## src/rtl/kp_pkg.sv

```systemverilog
`default_nettype none
// ============================================================================
// Package     : kp_pkg
// Description : Shared types, key legend map and small helper functions for
//               the hex keypad entry block.
// Revision    : 1.0 - initial release
// ============================================================================
package kp_pkg;

    // Scan FSM state encoding.
    typedef enum logic [1:0] {
        SCAN     = 2'd0,
        DEBOUNCE = 2'd1,
        HELD     = 2'd2
    } kp_state_t;

    // Key legend indexed by {row_idx, col_idx}. The identity map gives
    // code = row*4 + col; a board variant can reorder this to match the
    // printed legend without touching the scan logic.
    localparam logic [3:0] KEYMAP [16] = '{
        4'h0, 4'h1, 4'h2, 4'h3,
        4'h4, 4'h5, 4'h6, 4'h7,
        4'h8, 4'h9, 4'hA, 4'hB,
        4'hC, 4'hD, 4'hE, 4'hF
    };

    // Index of the single set bit in a one-hot nibble.
    function automatic logic [1:0] onehot4_idx(input logic [3:0] oh);
        logic [1:0] idx;
        case (oh)
            4'b0010: idx = 2'd1;
            4'b0100: idx = 2'd2;
            4'b1000: idx = 2'd3;
            default: idx = 2'd0;
        endcase
        return idx;
    endfunction

    // True when exactly one bit of an active-low nibble is low.
    function automatic logic single_low4(input logic [3:0] v);
        logic res;
        case (v)
            4'b1110, 4'b1101, 4'b1011, 4'b0111: res = 1'b1;
            default:                             res = 1'b0;
        endcase
        return res;
    endfunction

endpackage : kp_pkg
`default_nettype wire

```

## src/rtl/hex_keypad_entry_if.sv

```systemverilog
`default_nettype none
// ============================================================================
// Interface   : hex_keypad_entry_if
// Description : Keypad matrix pins plus the key/accumulator output bus.
//               slave  - the keypad entry block
//               master - the board / environment side
// Ports       : row (4, active-low sense), col (4, active-low drive),
//               key_code (4), key_valid (1), value (32), acc_clr (1)
// Revision    : 1.0 - initial release
// ============================================================================
interface hex_keypad_entry_if;
    logic [3:0]  row;
    logic [3:0]  col;
    logic [3:0]  key_code;
    logic        key_valid;
    logic [31:0] value;
    logic        acc_clr;

    modport slave (
        input  row,
        input  acc_clr,
        output col,
        output key_code,
        output key_valid,
        output value
    );

    modport master (
        output row,
        output acc_clr,
        input  col,
        input  key_code,
        input  key_valid,
        input  value
    );
endinterface : hex_keypad_entry_if
`default_nettype wire

```

## src/rtl/kp_debounce_cnt.sv

```systemverilog
`default_nettype none
// ============================================================================
// Module      : kp_debounce_cnt
// Description : Consecutive-match counter. Counts cycles while match_i is
//               high and restarts on any miss or on clear_i. done_o is high
//               on the DEB_CYC-th consecutive matching cycle.
// Ports       : clk, clr (sync active-high reset), clear_i (restart count),
//               match_i (pattern still matches), done_o (stable long enough)
// Revision    : 1.0 - initial release
// ============================================================================
module kp_debounce_cnt #(
    parameter int DEB_CYC = 1000000,
    parameter int CW      = 21
) (
    input  wire logic clk,
    input  wire logic clr,
    input  wire logic clear_i,
    input  wire logic match_i,
    output logic      done_o
);

    logic [CW-1:0] cnt_q;

    // Combinational done: the counter holds the number of matching cycles
    // already seen, so the current matching cycle is number cnt_q+1.
    assign done_o = match_i && (cnt_q == CW'(DEB_CYC - 1));

    always_ff @(posedge clk) begin
        if (clr || clear_i || !match_i) begin
            cnt_q <= '0;
        end else if (!done_o) begin
            cnt_q <= cnt_q + CW'(1);
        end
    end

endmodule : kp_debounce_cnt
`default_nettype wire

```

## src/rtl/hex_keypad_entry.sv

```systemverilog
`default_nettype none
// ============================================================================
// Module      : hex_keypad_entry
// Description : 4x4 hex keypad scanner with debounce, multi-key rejection,
//               one-cycle key strobe and a 32-bit shift-entry accumulator.
// Ports       : clk  - system clock
//               clr  - synchronous active-high reset
//               kp   - hex_keypad_entry_if.slave: row/col matrix pins,
//                      key_code, key_valid, value, acc_clr
// Timing      : SCAN samples the synchronized rows on the SETTLE_CYC-th
//               cycle a column is driven (settle_q == SETTLE_CYC-1), so an
//               idle column lasts exactly SETTLE_CYC cycles. DEBOUNCE accepts
//               on its DEB_CYC-th consecutive matching cycle and key_valid is
//               registered, so it rises DEB_CYC+1 cycles after the sampling
//               cycle. HELD returns to SCAN after DEB_CYC consecutive
//               all-high cycles.
// Revision    : 1.0 - initial release
// ============================================================================
module hex_keypad_entry
    import kp_pkg::*;
#(
    parameter int SETTLE_CYC = 1000,
    parameter int DEB_CYC    = 1000000
) (
    input  wire logic          clk,
    input  wire logic          clr,
    hex_keypad_entry_if.slave  kp
);

    localparam int MAX_CYC = (SETTLE_CYC > DEB_CYC) ? SETTLE_CYC : DEB_CYC;
    localparam int CW      = $clog2(MAX_CYC) + 1;

    localparam logic [1:0] ST_SCAN     = SCAN;
    localparam logic [1:0] ST_DEBOUNCE = DEBOUNCE;
    localparam logic [1:0] ST_HELD     = HELD;

    // Row synchronizer (rows are asynchronous to clk).
    logic [3:0]    sync1_q;
    logic [3:0]    rs_q;

    logic [1:0]    state_q,     state_d;
    logic [1:0]    cidx_q,      cidx_d;
    logic [CW-1:0] settle_q,    settle_d;
    logic [3:0]    pat_q,       pat_d;
    logic [3:0]    key_code_q,  key_code_d;
    logic          key_valid_q, key_valid_d;
    logic [31:0]   value_q,     value_d;

    logic          deb_clear;
    logic          deb_match;
    logic          deb_done;

    kp_debounce_cnt #(
        .DEB_CYC (DEB_CYC),
        .CW      (CW)
    ) u_deb (
        .clk     (clk),
        .clr     (clr),
        .clear_i (deb_clear),
        .match_i (deb_match),
        .done_o  (deb_done)
    );

    always_comb begin
        state_d     = state_q;
        cidx_d      = cidx_q;
        settle_d    = settle_q;
        pat_d       = pat_q;
        key_code_d  = key_code_q;
        key_valid_d = 1'b0;
        deb_clear   = 1'b0;
        deb_match   = 1'b0;

        case (state_q)
            ST_SCAN: begin
                // Keep the stable counter idle so it starts from zero on entry
                // to DEBOUNCE or HELD.
                deb_clear = 1'b1;
                if (settle_q < CW'(SETTLE_CYC - 1)) begin
                    settle_d = settle_q + CW'(1);
                end else begin
                    settle_d = '0;
                    if (rs_q == 4'hF) begin
                        cidx_d = cidx_q + 2'd1;
                    end else if (single_low4(rs_q)) begin
                        pat_d   = rs_q;
                        state_d = ST_DEBOUNCE;
                    end else begin
                        // Several rows low on one column: ghost/multi-key,
                        // wait for a clean release without emitting a key.
                        state_d = ST_HELD;
                    end
                end
            end

            ST_DEBOUNCE: begin
                deb_match = (rs_q == pat_q);
                if (!deb_match) begin
                    // settle_q is already zero, so the same column re-settles.
                    state_d = ST_SCAN;
                end else if (deb_done) begin
                    key_code_d  = KEYMAP[{onehot4_idx(~pat_q), cidx_q}];
                    key_valid_d = 1'b1;
                    deb_clear   = 1'b1;
                    state_d     = ST_HELD;
                end
            end

            ST_HELD: begin
                deb_match = (rs_q == 4'hF);
                if (deb_done) begin
                    cidx_d    = cidx_q + 2'd1;
                    deb_clear = 1'b1;
                    state_d   = ST_SCAN;
                end
            end

            default: begin
                state_d  = ST_SCAN;
                settle_d = '0;
            end
        endcase

        // Clear beats a simultaneous key shift.
        if (kp.acc_clr) begin
            value_d = '0;
        end else if (key_valid_q) begin
            value_d = {value_q[27:0], key_code_q};
        end else begin
            value_d = value_q;
        end
    end

    always_ff @(posedge clk) begin
        if (clr) begin
            sync1_q     <= 4'hF;
            rs_q        <= 4'hF;
            state_q     <= ST_SCAN;
            cidx_q      <= 2'd0;
            settle_q    <= '0;
            pat_q       <= 4'hF;
            key_code_q  <= 4'h0;
            key_valid_q <= 1'b0;
            value_q     <= 32'h0;
        end else begin
            sync1_q     <= kp.row;
            rs_q        <= sync1_q;
            state_q     <= state_d;
            cidx_q      <= cidx_d;
            settle_q    <= settle_d;
            pat_q       <= pat_d;
            key_code_q  <= key_code_d;
            key_valid_q <= key_valid_d;
            value_q     <= value_d;
        end
    end

    assign kp.col       = ~(4'b0001 << cidx_q);
    assign kp.key_code  = key_code_q;
    assign kp.key_valid = key_valid_q;
    assign kp.value     = value_q;

endmodule : hex_keypad_entry
`default_nettype wire

```

## src/flat_wrapper.sv

```systemverilog
// flat-port wrapper written by rule: the top's interface ports become plain ports
module hex_keypad_entry_flat import kp_pkg::*;
#(
    parameter int SETTLE_CYC = 1000,
    parameter int DEB_CYC    = 1000000
)
  (clk, clr, kp_row, kp_acc_clr, kp_col, kp_key_code, kp_key_valid, kp_value);
  hex_keypad_entry_if kp_i ();
  input  wire logic clk;
  input  wire logic clr;
  input wire logic [$bits(kp_i.row)-1:0] kp_row;
  input wire logic [$bits(kp_i.acc_clr)-1:0] kp_acc_clr;
  output wire logic [$bits(kp_i.col)-1:0] kp_col;
  output wire logic [$bits(kp_i.key_code)-1:0] kp_key_code;
  output wire logic [$bits(kp_i.key_valid)-1:0] kp_key_valid;
  output wire logic [$bits(kp_i.value)-1:0] kp_value;
  assign kp_i.row = kp_row;
  assign kp_i.acc_clr = kp_acc_clr;
  assign kp_col = kp_i.col;
  assign kp_key_code = kp_i.key_code;
  assign kp_key_valid = kp_i.key_valid;
  assign kp_value = kp_i.value;
  hex_keypad_entry #(.SETTLE_CYC(SETTLE_CYC), .DEB_CYC(DEB_CYC)) u_core (.clk(clk), .clr(clr), .kp(kp_i));
endmodule
```

## config.mk

```make
export PLATFORM = sky130hd
export DESIGN_NAME = hex_keypad_entry_flat
export DESIGN_NICKNAME = d
export VERILOG_FILES = /design/src/rtl/kp_pkg.sv /design/src/rtl/hex_keypad_entry_if.sv /design/src/rtl/kp_debounce_cnt.sv /design/src/rtl/hex_keypad_entry.sv /design/src/flat_wrapper.sv
export SDC_FILE = /design/constraint.sdc
export NUM_CORES = 1
export LEC_CHECK = 0
export ABC_AREA = 1
export CAP_MARGIN = 0
export CORE_ASPECT_RATIO = 0.8
export CORE_MARGIN = 8
export CORE_UTILIZATION = 40
export DETAILED_ROUTE_END_ITERATION = 12
export GPL_TIMING_DRIVEN = 0
export PLACE_DENSITY = 0.63
export SLEW_MARGIN = 25
export SYNTH_ARGS = -nofsm -noshare
export SYNTH_HDL_FRONTEND = slang
export SYNTH_SLANG_ARGS = --single-unit
```

## constraint.sdc

```tcl
create_clock -name clk -period 1.9 [get_ports clk]
set_input_delay 0.38 -clock clk [delete_from_list [all_inputs] [get_ports clk]]
set_output_delay 0.38 -clock clk [all_outputs]
set_load 0.005 [all_outputs]
```

==> metrics.md <==
| Metric | Value |
|---|---|
| Status | complete, no violations |
| Htree depth | 3 |
| Final ANT Viol Nets | 0 |
| Flops & latches, synth | 95 |
| Setup Crit Path Kind | reg2out |
| Skew-Pair Late Insertion Delay | between 0.3 and 0.4 ns |
| Syn Inst Count | between 500 and 600 |
| Min Tclk post-route | approximately 1.8 ns |
| Critical Path Sink Type | primary output |
| Via density per instance | roughly 4.6 |
| CTS max path bufs | 2 |
| Avg WL per Cell | approximately 12 um |
| Largest net degree at the start of global routing | 17 |
| Synth Net Count | between 500 and 600 |
| Pleak | roughly 1.9 nW |
| Die W | between 100 and 150 um |
| Vias | between 3000 and 4000 |
| Gr usage total | 0.130 |
| Dpl hpwl | approximately 6.4 mm |
| Net switching power figure | 1.11 mW |
| Part of the power in the clock network | 0.412 |
| Reg power frac | 0.478 |
| Commonest non-fill, non-tap cell in the layout | nand2_1 |
| Critical path peak fanout | 4 |
| Critical Path AT | approximately 1.5 ns |
| Die Ht | 105 um |
| Final Slew Violations | 0 |
| Final period utilization | 0.969 |
| Clock Skew | between 0.004 and 0.005 ns |
| Post-synthesis cell area | a little under 0.004 mm^2 |
| RSZ-0062 raised after global routing | no |
| Hold crit path type | reg2reg |
| Share of cells above drive strength 1 | 0.104 |
| Core box area | ~0.0096 mm^2 |
| Worst path slowest cell | clkdlybuf4s50_1 |
| Relative slew slack | 0.685 |
| CTS Hold Bufs | 0 |
| WP depth | 3 |
| Clock Tree Root | clkbuf_16 |
| Worst path bufs/invs | 2 |
| FF-to-FF path depth | 6 |
| Final WL | about 9 mm |
| Final TNS setup | 0 ns |
| Core Rows | 32 |
| Max-cap violations | 0 |
| Worst-margin pin slew | approximately 0.47 ns |
| First-pass GRT wire length | 14.4 mm |
| Grt ovf | 0 |
| Design Area, Final | roughly 0.005 mm^2 |
| Port bufs | between 40 and 50 |
| Most frequent cells in the layout | 139 x nand2_1, 92 x dfxtp_1, 53 x nor2_1 |
| Number of fill cells in the layout | approximately 950 |
| Initial antenna violation count | 0 |
| Synth cell types | 33 |
| Comb power frac | 0.111 |
| Vias in the first global route | ~3100 |
| Initial Utilization | 0.411 |
| Area Overhead vs Synth | 25.6% |
| Ant diodes | 0 |
| Sw Share | 0.254 |
| Pwr per Cell Area | roughly 880 mW/mm^2 |
| Top Ports | 48 |
| Int Power | about 3.3 mW |
| Worst EP required | between 1.5 and 2 ns |
| Register area share after synthesis | 0.479 |
| CP top delay family | buffers and inverters |
| Final std cells w/o fill | roughly 730 |
| Final setup viols | 0 |
| Final Power | between 4 and 5 mW |
| Worst-path cell chain | ha_1, inv_1, clkdlybuf4s50_1 |
| Slowest Stage Delay on Critical Path | 0.49 ns |
| Reg2Reg Setup Slack | between 0.1 and 0.15 ns |
| Clock transition at the registers of the reported paths | about 0.070 ns |
| Die area | about 0.013 mm^2 |
| VDD IR max | between 0.0005 and 0.0006 V |
| Yosys warns | 0 |
| Drt first-iter violations | 219 |
| Area post-placement | between 0.004 and 0.005 mm^2 |
| Placer Congestion | just under 0.8 |
| CTS tree | yes |
| Dpl cells | ~700 |
| FMAX | 543 MHz |
| DRC Markers | 0 |
| Final hold vios | 0 |
| Syn Area/Cell | between 7 and 8 um^2 |
| Critical path startpoint category | register |
| CTS buffer count | 9 |
| Sinks on Clock Net | 95 |
| Hold Path Stages | 1 |
| Post-layout net count | between 600 and 700 |
| Drt first pass iters | 4 |
==> power groups by stage <==
stage | sequential, mW | combinational [mW] | clock [mW]
3_5_place_dp | 2.12 | 0.454 | 0
5_1_grt | 2.09 | 0.549 | 1.93
2_1_floorplan | 2.12 | 0.322 | 0
4_1_cts | 2.08 | 0.451 | 1.85
6_report | 2.08 | 0.483 | 1.80
3_3_place_gp | 2.12 | 0.446 | 0
==> layout make-up <==
| type | count | area, um^2 | share of cell area |
|---|---|---|---|
| multi-input cells | 360 | 1820 | 0.364 |
| repair buffers | 51 | 498 | 0.0999 |
| clock inverters | 6 | 68.8 | 0.0138 |
| clock buffers | 10 | 229 | 0.0459 |
| well taps | 136 | 170 | 0.0341 |
| inverters | 55 | 206 | 0.0414 |
| flip-flops and latches | 95 | 1910 | 0.383 |
| plain buffers | 18 | 90.1 | 0.0181 |
==> synthesized netlist by cell type <==
library cell / instances / area [um^2]
nand3_1: 14 / 70.1
xor2_1: 11 / 96.3
buf_2: 2 / 10.0
o211ai_1: 3 / 22.5
o21ai_1: 2 / 10.0
nor4_1: 2 / 12.5
nor3_2: 2 / 20.0
nor2_1: 56 / 210
o21ai_0: 9 / 45.0
buf_6: 1 / 11.3
nand4_1: 8 / 50.1
nor2_2: 2 / 12.5
a21oi_4: 1 / 16.3
xnor2_1: 3 / 26.3
nor2_4: 1 / 11.3
a21oi_1: 50 / 250
a211oi_1: 2 / 15.0
buf_1: 1 / 3.75
o21a_1: 1 / 7.51
nand3_2: 2 / 20.0
buf_4: 1 / 7.51
inv_2: 1 / 3.75
a21oi_2: 1 / 8.76
clkbuf_1: 13 / 48.8
ha_1: 10 / 125
or2_2: 12 / 75.1
dfxtp_1: 95 / 1900
nor3_1: 23 / 115
nand2_2: 3 / 18.8
nand3b_1: 1 / 7.51
and3_1: 2 / 12.5
inv_1: 54 / 203
nand2_1: 139 / 522
==> worst reg2reg max path, stage by stage, from the launching register on <==
cell	delay, ns
dfxtp_1	0.36
inv_1	0.11
ha_4	0.27
nor4_1	0.46
nand4_1	0.20
xor2_1	0.18
nor2_1	0.05
==> sequential cells by signal, summed over array words and instances, names as in the netlist <==
| signal | cells |
|---|---|
| u_core.state_q | 2 |
| u_core.kp.value | 32 |
| u_core.settle_q | 21 |
| u_core.sync1_q | 4 |
| u_core.cidx_q | 2 |
| u_core.kp.key_valid | 1 |
| u_core.u_deb.cnt_q | 21 |
| u_core.pat_q | 4 |
| u_core.kp.key_code | 4 |
| u_core.rs_q | 4 |
==> per-layer routing <==
| metal | global-route usage | vias up | share of wire |
|---|---|---|---|
| met2 | 0.215 | 48 | 0.46 |
| met5 | 0 | - | 0 |
| met4 | 0.0407 | 0 | 0.0087 |
| li1 | - | 1805 | - |
| met3 | 0.0371 | 6 | 0.044 |
| met1 | 0.159 | 1515 | 0.48 |
==> what timing repair did <==
| action | 4_1_cts | 5_1_grt |
|---|---|---|
| gates cloned | 0 | 1 |
| resized for setup | 8 | 19 |
| setup endpoints to repair | 38 | 37 |
| buffers inserted | 0 | 3 |
| pin swaps | 0 | 1 |
==> final timing paths <==
| check | from | to |
|---|---|---|
| max | u_core.cidx_q[0] | kp_col[3] |
| min | u_core.sync1_q[3] | u_core.rs_q[3] |
| max reg2reg | u_core.state_q[0] | u_core.settle_q[8] |
| min reg2reg | u_core.sync1_q[3] | u_core.rs_q[3] |
==> logic make-up after synthesis <==
group	share of synthesized area
compound gates	0.0945
xor+xnor	0.0309
fa+ha+maj	0.0315
buf+inv	0.0725
flops	0.479
simple gates	0.292
==> metrics by stage <==
step	hold WS [ns]	setup WS (ns)	utilization
final	0.406	0.0582	0.517
after global routing	0.423	0.00160	0.517
after CTS	0.411	0.0269	0.509
after detailed placement	0.398	-0.101	0.478
after global placement	0.393	-0.0276	0.478
after floorplan	0.389	0.274	-
Power figures use the tool's default switching activity.
